File: src/rtl/vga_timing_pkg.sv
// ---------------------------------------------------------------------------
// vga_timing_pkg
// Shared constants for the VGA timing generator. The default timing is
// 1024x768@60 Hz with a 65 MHz pixel clock. The top level uses these
// values as its parameter defaults.
// It also provides a small helper function for inclusive window checks,
// which the sync outputs use.
// ---------------------------------------------------------------------------
package vga_timing_pkg;

  // Counter widths: 11 bits covers every count up to 2047.
  localparam int unsigned CNT_W       = 11;
  localparam int unsigned FRAME_CNT_W = 16;

  // 1024x768@60 horizontal timing, in pixel clocks.
  localparam int unsigned VGA_H_ACTIVE     = 1024;
  localparam int unsigned VGA_H_SYNC_START = 1048;
  localparam int unsigned VGA_H_SYNC_END   = 1183;
  localparam int unsigned VGA_H_TOTAL      = 1344;

  // 1024x768@60 vertical timing, in lines.
  localparam int unsigned VGA_V_ACTIVE     = 768;
  localparam int unsigned VGA_V_SYNC_START = 771;
  localparam int unsigned VGA_V_SYNC_END   = 776;
  localparam int unsigned VGA_V_TOTAL      = 806;

  // Returns true when lo <= c <= hi, using unsigned 11-bit arithmetic.
  function automatic logic in_window(input logic [CNT_W-1:0] c,
                                     input logic [CNT_W-1:0] lo,
                                     input logic [CNT_W-1:0] hi);
    return (c >= lo) && (c <= hi);
  endfunction

endpackage

File: src/rtl/timing_counter.sv
// ---------------------------------------------------------------------------
// timing_counter
// Modulo-TOTAL up-counter with an enable input. The counter exposes its
// registered value and also its next value. The parent can use the next
// value to register derived flags in the same cycle as the count.
//
// Ports
//   clk_i    clock; the count updates on the rising edge
//   rst_i    asynchronous active-high reset; clears the count to 0
//   en_i     count enable
//   count_o  current registered count
//   next_o   value the count takes on the next rising edge
//   wrap_o   high when the next edge takes the count from TOTAL-1 to 0
// ---------------------------------------------------------------------------
module timing_counter
  import vga_timing_pkg::*;
#(
  parameter int unsigned WIDTH = CNT_W,
  parameter int unsigned TOTAL = VGA_H_TOTAL
) (
  input  logic             clk_i,
  input  logic             rst_i,
  input  logic             en_i,
  output logic [WIDTH-1:0] count_o,
  output logic [WIDTH-1:0] next_o,
  output logic             wrap_o
);

  localparam logic [WIDTH-1:0] LAST = WIDTH'(TOTAL - 1);

  logic [WIDTH-1:0] count_q;
  logic [WIDTH-1:0] count_d;
  logic             wrap;

  // wrap is combinational so that a dependent counter can use it as its
  // enable and advance on the same edge.
  always_comb begin
    wrap    = en_i && (count_q == LAST);
    count_d = count_q;
    if (en_i) begin
      count_d = wrap ? '0 : count_q + WIDTH'(1);
    end
  end

  always_ff @(posedge clk_i or posedge rst_i) begin
    if (rst_i) begin
      count_q <= '0;
    end else begin
      count_q <= count_d;
    end
  end

  assign count_o = count_q;
  assign next_o  = count_d;
  assign wrap_o  = wrap;

endmodule

File: src/rtl/vga_timing.sv
// ---------------------------------------------------------------------------
// vga_timing
// Generates raster timing for a VGA display: pixel and line counters,
// sync pulses, blanking flags, a frame-start pulse, and a frame counter.
// Every output comes directly from a flop.
//
// Ports
//   pclk             pixel clock; all state updates on the rising edge
//   rst              asynchronous active-high reset
//   hcount_out       current pixel column, 0..H_TOTAL-1
//   vcount_out       current line, 0..V_TOTAL-1
//   hsync_out        high while H_SYNC_START <= hcount <= H_SYNC_END
//   hblnk_out        high while hcount >= H_ACTIVE
//   vsync_out        high while V_SYNC_START <= vcount <= V_SYNC_END
//   vblnk_out        high while vcount >= V_ACTIVE
//   frame_start_out  one-cycle pulse when the counters wrap into (0,0)
//   frame_cnt_out    frames completed since reset (wraps at 16 bits)
// ---------------------------------------------------------------------------
module vga_timing
  import vga_timing_pkg::*;
#(
  parameter int unsigned H_ACTIVE     = VGA_H_ACTIVE,
  parameter int unsigned H_SYNC_START = VGA_H_SYNC_START,
  parameter int unsigned H_SYNC_END   = VGA_H_SYNC_END,
  parameter int unsigned H_TOTAL      = VGA_H_TOTAL,
  parameter int unsigned V_ACTIVE     = VGA_V_ACTIVE,
  parameter int unsigned V_SYNC_START = VGA_V_SYNC_START,
  parameter int unsigned V_SYNC_END   = VGA_V_SYNC_END,
  parameter int unsigned V_TOTAL      = VGA_V_TOTAL
) (
  input  logic                   pclk,
  input  logic                   rst,
  output logic [CNT_W-1:0]       hcount_out,
  output logic [CNT_W-1:0]       vcount_out,
  output logic                   hsync_out,
  output logic                   hblnk_out,
  output logic                   vsync_out,
  output logic                   vblnk_out,
  output logic                   frame_start_out,
  output logic [FRAME_CNT_W-1:0] frame_cnt_out
);

  localparam logic [CNT_W-1:0] H_ACT = CNT_W'(H_ACTIVE);
  localparam logic [CNT_W-1:0] H_SS  = CNT_W'(H_SYNC_START);
  localparam logic [CNT_W-1:0] H_SE  = CNT_W'(H_SYNC_END);
  localparam logic [CNT_W-1:0] V_ACT = CNT_W'(V_ACTIVE);
  localparam logic [CNT_W-1:0] V_SS  = CNT_W'(V_SYNC_START);
  localparam logic [CNT_W-1:0] V_SE  = CNT_W'(V_SYNC_END);

  logic [CNT_W-1:0]       h_next;
  logic [CNT_W-1:0]       v_next;
  logic                   h_wrap;
  logic                   v_wrap;
  logic                   frame_start_d;
  logic                   hsync_q;
  logic                   hblnk_q;
  logic                   vsync_q;
  logic                   vblnk_q;
  logic                   frame_start_q;
  logic [FRAME_CNT_W-1:0] frame_cnt_q;
  logic [FRAME_CNT_W-1:0] frame_cnt_d;

  timing_counter #(
    .WIDTH (CNT_W),
    .TOTAL (H_TOTAL)
  ) u_hcounter (
    .clk_i   (pclk),
    .rst_i   (rst),
    .en_i    (1'b1),
    .count_o (hcount_out),
    .next_o  (h_next),
    .wrap_o  (h_wrap)
  );

  // The line counter advances only on the cycle the pixel counter wraps.
  timing_counter #(
    .WIDTH (CNT_W),
    .TOTAL (V_TOTAL)
  ) u_vcounter (
    .clk_i   (pclk),
    .rst_i   (rst),
    .en_i    (h_wrap),
    .count_o (vcount_out),
    .next_o  (v_next),
    .wrap_o  (v_wrap)
  );

  // The vertical wrap already requires the horizontal wrap, so this flag
  // marks only the step from (H_TOTAL-1, V_TOTAL-1) to (0,0). Entering
  // (0,0) through reset does not produce a pulse.
  assign frame_start_d = v_wrap;
  assign frame_cnt_d   = frame_cnt_q + FRAME_CNT_W'(1);

  // The flags are decoded from the counters' next values. They then
  // register on the same edge as the counts and stay aligned with them.
  always_ff @(posedge pclk or posedge rst) begin
    if (rst) begin
      hsync_q       <= 1'b0;
      hblnk_q       <= 1'b0;
      vsync_q       <= 1'b0;
      vblnk_q       <= 1'b0;
      frame_start_q <= 1'b0;
      frame_cnt_q   <= '0;
    end else begin
      hsync_q       <= in_window(h_next, H_SS, H_SE);
      hblnk_q       <= (h_next >= H_ACT);
      vsync_q       <= in_window(v_next, V_SS, V_SE);
      vblnk_q       <= (v_next >= V_ACT);
      frame_start_q <= frame_start_d;
      if (frame_start_d) begin
        frame_cnt_q <= frame_cnt_d;
      end
    end
  end

  assign hsync_out       = hsync_q;
  assign hblnk_out       = hblnk_q;
  assign vsync_out       = vsync_q;
  assign vblnk_out       = vblnk_q;
  assign frame_start_out = frame_start_q;
  assign frame_cnt_out   = frame_cnt_q;

endmodule

File: config.mk
export PLATFORM = sky130hd
export DESIGN_NAME = vga_timing
export DESIGN_NICKNAME = d
export VERILOG_FILES = /design/src/rtl/vga_timing_pkg.sv /design/src/rtl/timing_counter.sv /design/src/rtl/vga_timing.sv
export SDC_FILE = /design/constraint.sdc
export NUM_CORES = 1
export LEC_CHECK = 0
export ABC_CLOCK_PERIOD_IN_PS = 2900
export CAP_MARGIN = 10
export CELL_PAD_IN_SITES_DETAIL_PLACEMENT = 1
export CELL_PAD_IN_SITES_GLOBAL_PLACEMENT = 1
export CORE_UTILIZATION = 41
export CTS_BUF_LIST = sky130_fd_sc_hd__clkbuf_8
export DETAILED_ROUTE_END_ITERATION = 10
export PLACE_DENSITY_LB_ADDON = 0.1
export SYNTH_ARGS = -nofsm -noshare
export SYNTH_HDL_FRONTEND = slang
export SYNTH_SLANG_ARGS = --single-unit
File: constraint.sdc
create_clock -name pclk -period 2.9 [get_ports pclk]
set_input_delay 0.29 -clock pclk [delete_from_list [all_inputs] [get_ports pclk]]
set_output_delay 0.29 -clock pclk [all_outputs]
set_load 0.01 [all_outputs]
==> results by group <==
Timing
  – Setup violations, final: 0
  – Period minus WS final: between 2 and 3 ns
  – Max Slew Vio Count: 0
  – Clk_skew: 0.009496 ns
  – TNS Setup: 0 ns
  – PnR worst setup slack: 0.2957 ns
  – Fin. Hold Viols: 0
  – Final period util: 0.8980
  – RSZ-0062 raised after global routing: no
  – Slew HR: 0.6370
  – Slew of the pin with the lowest slew margin: 0.5445 ns
  – Max Clk Rate: between 300 and 400 MHz

Floorplan
  – Die area: around 0.006 mm²
  – Rows: 26
  – Core Area: 0.005238 mm²
  – Initial Util: 0.4343
  – Die width: 76.49 µm
  – I/O pin count: 45
  – Vert. Die Dim: 76.49 µm

CTS
  – Resize count post-CTS: 0
  – Setup Buffers After CTS: 0
  – H-tree depth: 2
  – Clock Tree Root: clkbuf_8
  – CTS Buf Count: 5
  – CTS tree: done
  – CTS Buffer Depth: 2
  – Worst-path clk slew: 0.08 ns
  – Post-CTS Hold Buffers: 0
  – TritonCTS sink count: 43
  – Worst-Skew Late Latency: 0.29 ns

Synth
  – Top_reg_cell synth: dfrtp_1
  – Synth unique cells: 46
  – Synthesized area: roughly 0.0023 mm²
  – Async set-reset flop share out of synthesis: 1.000
  – Synth Area per Inst: 9.847 µm²
  – Sequential area share after synthesis: 0.4730
  – Mapped Nets: 238
  – EDFF count, synth: 0
  – Ys Warns: 0
  – #FFs+latches synth: 43
  – Post-Synthesis Cells: roughly 230

Min path
  – Hold Crit Class: in2async

Setup path
  – CP arrival: 2.78 ns
  – R2R cell count: 6
  – Worst Path Max Fanout: 12
  – Crit path kind: reg2reg
  – FF-to-FF Start: u_hcounter.count_o[6]
  – Worst EP required: 3.08 ns
  – R2R Setup Slk: 0.30 ns
  – Crit start category: flip-flop
  – RR Endpoint: vsync_out
  – Crit end category: flip-flop

Pwr
  – P_leak: 1.243 nW
  – PD cells: 346.1 mW/mm²
  – Design Power: 0.0009983 W
  – Max VDD drop: 0.1521 mV

Route
  – Routed WL per cell: 15.87 µm
  – Routed WL: 5523 µm
  – Total iterations of the first detailed-routing run: 4
  – Drt initial violations: 107
  – Vias/cell: 5.434
  – # DRC: 0
  – Final ANT Viol Nets: 0
  – Vias: 1891

Global route
  – Initial antenna violation count: 0
  – First-pass GRT wire length: 9784 µm
  – Total track usage: 0.2117
  – Largest net degree at the start of global routing: 44
  – Vias in the first global route: 1955
  – GRT Residual Overflow: 0

Final layout
  – Layout cells sized above 1: 0.07554
  – Fin util: 0.5506
  – Fin nets: ~290
  – Most frequent cells in the layout: clkdlybuf4s50_1 (44), dfrtp_1 (43), nand2_1 (27)
  – Most common cell after layout, fill and taps aside: clkdlybuf4s50_1
  – Antenna diodes: 0
  – Area growth, synth to finish: 26.79%

Flow run
  – Max_cap viols: 0

Outcome
  – Outcome: completed

Placed design
  – HPWL after detailed placement: 3966 µm
  – GPL Wtd Cong: between 0.8 and 0.9
  – PortBufs: 44
  – Pre-CTS setup slack: about 0.32 ns
==> worst max path at each step <==
| stage | startpoint | to | slack (ns) | depth (start not counted) |
|---|---|---|---|---|
| CTS | u_hcounter.count_o[6] | vsync_out | 0.29 | 6 |
| detailed placement | u_hcounter.count_o[6] | vsync_out | 0.32 | 6 |
| global placement | u_hcounter.count_o[6] | vsync_out | 0.44 | 6 |
| floorplan | u_hcounter.count_o[9] | vsync_out | 0.53 | 7 |
| global route | u_hcounter.count_o[6] | vsync_out | 0.17 | 6 |
| finish | u_hcounter.count_o[6] | vsync_out | 0.30 | 6 |
==> Yosys cell counts (6+ instances only) <==
| master | number | area, µm² |
|---|---|---|
| a21oi_1 | 7 | 35.03 |
| and3_1 | 6 | 37.54 |
| clkbuf_1 | 6 | 22.52 |
| dfrtp_1 | 43 | 1076 |
| inv_1 | 9 | 33.78 |
| nand2_1 | 27 | 101.4 |
| nand3_1 | 15 | 75.07 |
| nor2_1 | 23 | 86.33 |
| nor3_1 | 6 | 30.03 |
| xnor2_1 | 21 | 183.9 |
| xor2_1 | 11 | 96.34 |
==> final cells by class <==
class,instances,area [µm²]
clock inverters,1,5.005
well taps,70,87.58
inverters,9,33.78
flip-flops and latches,43,1076
repair buffers,49,478.0
fillers,600,2354
clock buffers,6,82.58
multi-input cells,170,1121
==> cells by family (layout without fill, tap and decap cells) <==
| group | count (synthesis) | in the layout | share of synthesized area |
|---|---|---|---|
| DFF | 43 | 43 | 0.4730 |
| AOI/OAI and AO/OA | 27 | 27 | 0.08196 |
| buffers and inverters | 18 | 65 | 0.03410 |
| adders and majority gates | 5 | 5 | 0.02750 |
| muxes | 3 | 3 | 0.01375 |
| xor gates and xnor gates | 32 | 32 | 0.1232 |
| and+or+nand+nor | 103 | 103 | 0.2464 |
==> registers in the layout (all words and copies together), names as in the netlist <==
register,flops
u_vcounter.count_o,11
frame_cnt_out,16
hblnk_out,1
vblnk_out,1
frame_start_out,1
vsync_out,1
hsync_out,1
u_hcounter.count_o,11
==> report_power, final <==
part           total [W]  internal, W  switching [W]
Combinational  0.0000138   0.00000217      0.0000116
Clock           0.000386     0.000187       0.000198
Sequential      0.000599     0.000599              0
Total           0.000998     0.000788       0.000210
==> metrics by stage <==
step | instance area, µm² | std cells | hold WS, ns
finish | 2884 | 348 | 0.4376
global route | 2884 | 348 | 0.5039
CTS | 2884 | 348 | 0.4556
global placement | 2796 | 341 | 0.4610
floorplan | 2275 | 231 | 0.5039
detailed placement | 2796 | 341 | 0.4832
==> layer usage <==
metal / routed length, µm / track usage
met1: 2599 / 0.2762
met2: 2645 / 0.3505
met3: 214 / 0.04431
met4: 63 / 0.06731
met5: 0 / 0
==> critical path: stages, from the launching register on <==
cell and delay, ns:
dfrtp_1 0.51, or4b_4 0.60, nor4_4 0.35, and2_4 0.22
nand2_1 0.05, a221o_1 0.39, a2111oi_2 0.35
No activity file was read; power rests on OpenSTA's default activity.
